**src/rtl/ir_multi.sv**
```systemverilog
// ir_multi: variable-length instruction register for SAP-2-class control units.
// Assembles 1..MAX_BYTES bus words into one instruction. It holds the opcode,
// the short operand and the little-endian extended operand for the controller.
module ir_multi #(
  parameter int WORD_W    = 8,
  parameter int OPC_W     = 4,
  parameter int MAX_BYTES = 3,
  parameter logic [2*(2**OPC_W)-1:0] LEN_MAP = 32'hFFAA_5555
) (
  input  logic                            CLK,
  input  logic                            CLR,
  input  logic [WORD_W-1:0]               D,
  input  logic                            Li_,
  input  logic                            Ei_,
  output logic [OPC_W-1:0]                opcode,
  output logic [WORD_W-OPC_W-1:0]         operand_lo,
  output logic [(MAX_BYTES-1)*WORD_W-1:0] operand_ext,
  output logic [1:0]                      ins_len,
  output logic                            busy,
  output logic                            ready,
  output logic                            ill,
  output logic [WORD_W-1:0]               bus_out
);

  localparam int LO_W  = WORD_W - OPC_W;
  localparam int EXT_W = (MAX_BYTES - 1) * WORD_W;
  localparam logic [1:0] MAX_CODE = 2'(MAX_BYTES);

  typedef enum logic [1:0] {
    IDLE    = 2'd0,
    COLLECT = 2'd1,
    FULL    = 2'd2
  } state_t;

  state_t             state_q;
  logic [1:0]         cnt_q;
  logic [OPC_W-1:0]   opcode_q;
  logic [LO_W-1:0]    lo_q;
  logic [EXT_W-1:0]   ext_q;
  logic [1:0]         len_q;
  logic               busy_q;
  logic               ready_q;
  logic               ill_q;

  logic [OPC_W-1:0]   opc_d;
  logic [1:0]         code_d;
  logic               ill_d;
  logic [1:0]         len_d;

  // Decode the length of an instruction whose first byte is on the bus.
  // An illegal length code is treated as a one-byte instruction so the
  // controller always gets a complete (flagged) instruction.
  always_comb begin
    opc_d  = D[WORD_W-1 -: OPC_W];
    code_d = LEN_MAP[{opc_d, 1'b0} +: 2];
    ill_d  = (code_d == 2'd0) || (code_d > MAX_CODE);
    len_d  = ill_d ? 2'd1 : code_d;
  end

  // Instruction assembly FSM with registered flags.
  always_ff @(posedge CLK) begin
    if (CLR) begin
      state_q  <= IDLE;
      cnt_q    <= 2'd0;
      opcode_q <= '0;
      lo_q     <= '0;
      ext_q    <= '0;
      len_q    <= 2'd0;
      busy_q   <= 1'b0;
      ready_q  <= 1'b0;
      ill_q    <= 1'b0;
    end else begin
      case (state_q)
        IDLE, FULL: begin
          if (!Li_) begin
            opcode_q <= opc_d;
            lo_q     <= D[LO_W-1:0];
            ext_q    <= '0;
            len_q    <= len_d;
            ill_q    <= ill_d;
            if (len_d == 2'd1) begin
              state_q <= FULL;
              busy_q  <= 1'b0;
              ready_q <= 1'b1;
            end else begin
              state_q <= COLLECT;
              cnt_q   <= 2'd1;
              busy_q  <= 1'b1;
              ready_q <= 1'b0;
            end
          end
        end
        COLLECT: begin
          if (!Li_) begin
            for (int i = 0; i < MAX_BYTES - 1; i++) begin
              if (cnt_q == 2'(i + 1)) ext_q[i*WORD_W +: WORD_W] <= D;
            end
            cnt_q <= cnt_q + 2'd1;
            if (cnt_q + 2'd1 == len_q) begin
              state_q <= FULL;
              busy_q  <= 1'b0;
              ready_q <= 1'b1;
            end
          end
        end
        default: begin
          state_q <= IDLE;
          busy_q  <= 1'b0;
          ready_q <= 1'b0;
        end
      endcase
    end
  end

  // Operand drive toward the bus; the controller qualifies Ei_ with ready.
  always_comb begin
    bus_out = '0;
    if (!Ei_) begin
      if (len_q <= 2'd1) bus_out = {{OPC_W{1'b0}}, lo_q};
      else               bus_out = ext_q[WORD_W-1:0];
    end
  end

  assign opcode      = opcode_q;
  assign operand_lo  = lo_q;
  assign operand_ext = ext_q;
  assign ins_len     = len_q;
  assign busy        = busy_q;
  assign ready       = ready_q;
  assign ill         = ill_q;

endmodule

```
**config.mk**
```make
export PLATFORM = sky130hd
export DESIGN_NAME = ir_multi
export DESIGN_NICKNAME = d
export VERILOG_FILES = /design/src/rtl/ir_multi.sv
export SDC_FILE = /design/constraint.sdc
export NUM_CORES = 1
export LEC_CHECK = 0
export CORE_MARGIN = 2
export CORE_UTILIZATION = 40
export CTS_BUF_LIST = sky130_fd_sc_hd__clkbuf_8
export CTS_CLUSTER_SIZE = 16
export DETAILED_ROUTE_END_ITERATION = 8
export PLACE_DENSITY = 0.71
export SLEW_MARGIN = 20
export SYNTH_ARGS = -nofsm -noshare
export SYNTH_HDL_FRONTEND = slang
export SYNTH_SLANG_ARGS = --single-unit
```
**constraint.sdc**
```tcl
create_clock -name CLK -period 2.1 [get_ports CLK]
set_input_delay 0.42 -clock CLK [delete_from_list [all_inputs] [get_ports CLK]]
set_output_delay 0.42 -clock CLK [all_outputs]
set_load 0.005 [all_outputs]
```
==> summary.txt, run 1 <==
Status
  – Outcome: completed

Worst setup path
  – R2R cell count: 5
  – Crit Path Category: flop to output pin
  – Critical Path Source Type: flop
  – Reg2reg setup slack: around 540 ps
  – Endpoint class of the critical path: output pin
  – Arr. time, crit path: 1600 ps
  – WP data required: roughly 1700 ps
  – Worst R2R End: state_q[1]
  – Top fanout value on the critical path: 5
  – Worst r2r src: cnt_q[0]

Yosys
  – Top-area cell type share of the netlist area: 42.3%
  – Most instantiated cells after synthesis: dfxtp_1 (32), nand2_1 (27), mux2i_1 (21)
  – Synth Area in XOR/XNOR: between 1 and 1.5%
  – Area leader, netlist: dfxtp_1
  – Syn_nets: around 180
  – Synthesized area: between 1500 and 2000 um2
  – Synth warnings: 0
  – Async SR Flop Fraction: 0%
  – Top-count cell post-synth: dfxtp_1
  – Adder-Cell Fraction of Synth Area: under 10%
  – Synth Register Bits: 32
  – Seq/Total Area, Yosys: a little over two fifths
  – Top_reg_cell synth: dfxtp_1
  – Synth unique cells: 34
  – Area contributors post-synth: dfxtp_1 (42%), mux2i_1 (14%), nand2b_1 (7.4%)
  – Post-synthesis compound-gate area fraction: around a tenth
  – Combinational family with the most area after synthesis: simple AND/OR/NAND/NOR gates
  – Syn Inst Count: around 160
  – Synth Area in Simple Gates: between 20 and 25%
  – Mean Syn Cell Area: just over 9 um2
  – Post-synth EDFFs: 0
  – Multiplexer area fraction after synthesis: 14.9%

Clocking
  – Clock tree root buffer cell: clkbuf_8
  – TritonCTS clock tree: yes
  – H-Tree Depth: 2
  – Max Root-Sink Buffers: 2
  – Cts bufs inserted: 5
  – Clock Pin Slew Worst Setup and Hold Paths: about 60 ps
  – Worst-Skew Late Latency: between 200 and 300 ps
  – Clock Sinks: 32
  – CTS hold repair buffers: 0

Global routing
  – First-pass GRT wire length: 5.97 mm
  – Initial antenna violation count: 0
  – All-layer global routing usage: between 10% and 20%
  – Largest net degree at the start of global routing: 21
  – GR Overflow Total: 0
  – Vias in the first global route: about 1,200

Timing
  – Slew headroom: between 60% and 70%
  – Clk_skew: ~6.6 ps
  – Fmax: approximately 0.50 GHz
  – RSZ-0062 raised after global routing: no
  – Final WS setup: ~83 ps
  – Slew @ Worst Pin: 490 ps
  – Final setup fails: 0
  – Pins Over Slew Limit: 0
  – Minimum clock period: just over 2000 ps
  – Final hold vios: 0
  – Post-route clock period utilization: a little over nine tenths
  – Post-Route Setup TNS: 0 ps
  – Hold Slack: ~460 ps

Floorplanning
  – Initial Util: around two fifths
  – DIE HEIGHT: between 60 and 70 um
  – Die ar.: about 4300 um2
  – Die Wd: between 60 and 70 um
  – IO Count: 49
  – Row count: 22
  – Core Region: approximately 3700 um2

Placed design
  – GPL Wtd Cong: between 0.7 and 0.8
  – Buffers on Ports: 48
  – Worst slack at placement: -86.5 ps
  – Placed cell count: around 250
  – Post-DP HPWL: 2.77 mm

Final layout
  – Share of layout cells above drive strength 1: roughly 8.5%
  – Final nets: around 230
  – Final Instance Count excl. Fillers: between 200 and 300
  – Area of the multi-input gates: roughly 790 um2
  – Area Overhead vs Synth: 38.2%
  – Register area: between 600 and 700 um2
  – Filler Cells Inserted: 308
  – ANT cells: 0

Routing
  – Met2 WL: approximately 1.7 mm
  – Iter 0 DRT Violations: 35
  – Vias/cell: 4.85
  – M1 WL: 1.64 mm
  – DR DRC count: 0
  – Routed wire length: 3.61 mm
  – DR vias: 1,262
  – First-pass iteration count of the detailed router: 4
  – WL met3: ~180 um
  – DR WL/cell: approximately 14 um
  – Top routing layer in use: met4
  – Number of antenna-violating nets in the routed design: 0

Min path
  – Hold Path Sink: opcode[3]
  – Tightest Hold Check Type: flop to flop
  – Hold path start: opcode[3]
  – Hold Path Depth: 2

Pwr
  – Cell Pwr Density: around 630 nW/um2
  – Peak supply drop: between 0.4 and 0.5 mV
  – P_leak: a little over 0.8 nW
  – Total power: 0.00132 W

Flow run
  – Max_cap viols: 0
-- final cells by class --
| class | count | area share [%] |
|---|---|---|
| Multi-Input combinational cell | 118 | 37.9 |
| Sequential cell | 32 | 30.6 |
| Timing Repair Buffer | 53 | 24.6 |
| Clock buffer | 5 | 3.29 |
| Tap cell | 48 | 2.87 |
| Clock inverter | 2 | 0.419 |
| Inverter | 2 | 0.359 |
-- stage by stage --
stage / utilization, % / area, um2
3_3_place_gp: 54.9 / 2010
6_report: 57.1 / 2090
2_1_floorplan: - / 1510
5_1_grt: 57.1 / 2090
4_1_cts: 57.0 / 2090
3_5_place_dp: 54.9 / 2010
-- layout by cell type, fill, tap and decap left out, drive strengths merged, types with 3 or more instances in the layout --
master / count
and2: 4
nor3b: 3
nand2b: 18
nor2: 12
clkdlybuf4s50: 45
dfxtp: 32
buf: 5
mux2i: 21
nand2: 27
a21oi: 9
clkbuf: 5
dlygate4sd2: 3
inv: 3
-- registers in the layout (all words and copies together) (netlist names) --
signal / count
busy: 1
operand_ext: 16
ins_len: 2
ill: 1
opcode: 4
cnt_q: 2
state_q: 2
operand_lo: 4
-- worst max-delay path by stage --
stage                     from         end  slack [ps]  cells past startpoint
floorplan             cnt_q[0]  state_q[1]         720                      5
global placement           Ei_  bus_out[5]         -20                      4
detailed placement         Ei_  bus_out[6]         -90                      4
CTS                 ins_len[1]  bus_out[7]          80                      3
global route        ins_len[1]  bus_out[0]          10                      4
finish              ins_len[1]  bus_out[0]          80                      4
-- logic make-up after synthesis --
logic type	Yosys count
AND/OR/NAND/NOR	72
adder cells (fa/ha/maj)	2
AO/OA/AOI/OAI	20
flip-flops	32
XOR/XNOR	2
buffers and inverters	13
multiplexers	22
-- worst max-delay path: stages, from the launching register on --
cell	delay (ps)
dfxtp_1	430
buf_4	190
mux2i_1	190
nor2_1	60
clkdlybuf4s50_1	450
-- metal layers --
layer	GRT usage [%]	vias up
met1	23.5	583
met4	12.0	0
met5	0	-
met2	28.7	37
met3	3.60	4
li1	-	638
-- report_power, final --
group          total (W)  leakage [nW]  switching, W  internal [W]
Sequential      0.000664         0.261     0.0000300      0.000634
Combinational   0.000228         0.519      0.000100      0.000128
Clock           0.000432        0.0452      0.000212      0.000220
-- timing repair --
| item | in CTS | in global routing |
|---|---|---|
| setup endpoints to repair | 4 | 1 |
| cloned | 0 | 0 |
| resized for setup | 4 | 1 |
| setup buffers | 0 | 0 |
| endpoints found under the hold margin | 0 | 0 |
Note: power is estimated with default switching activity, not from simulation.
==> inputs of run 2 (changes only) <==
- CTS_CLUSTER_SIZE: 16 -> 12
==> results of run 2 <==
Final layout, timing and power as in run 1 (identical DEF).
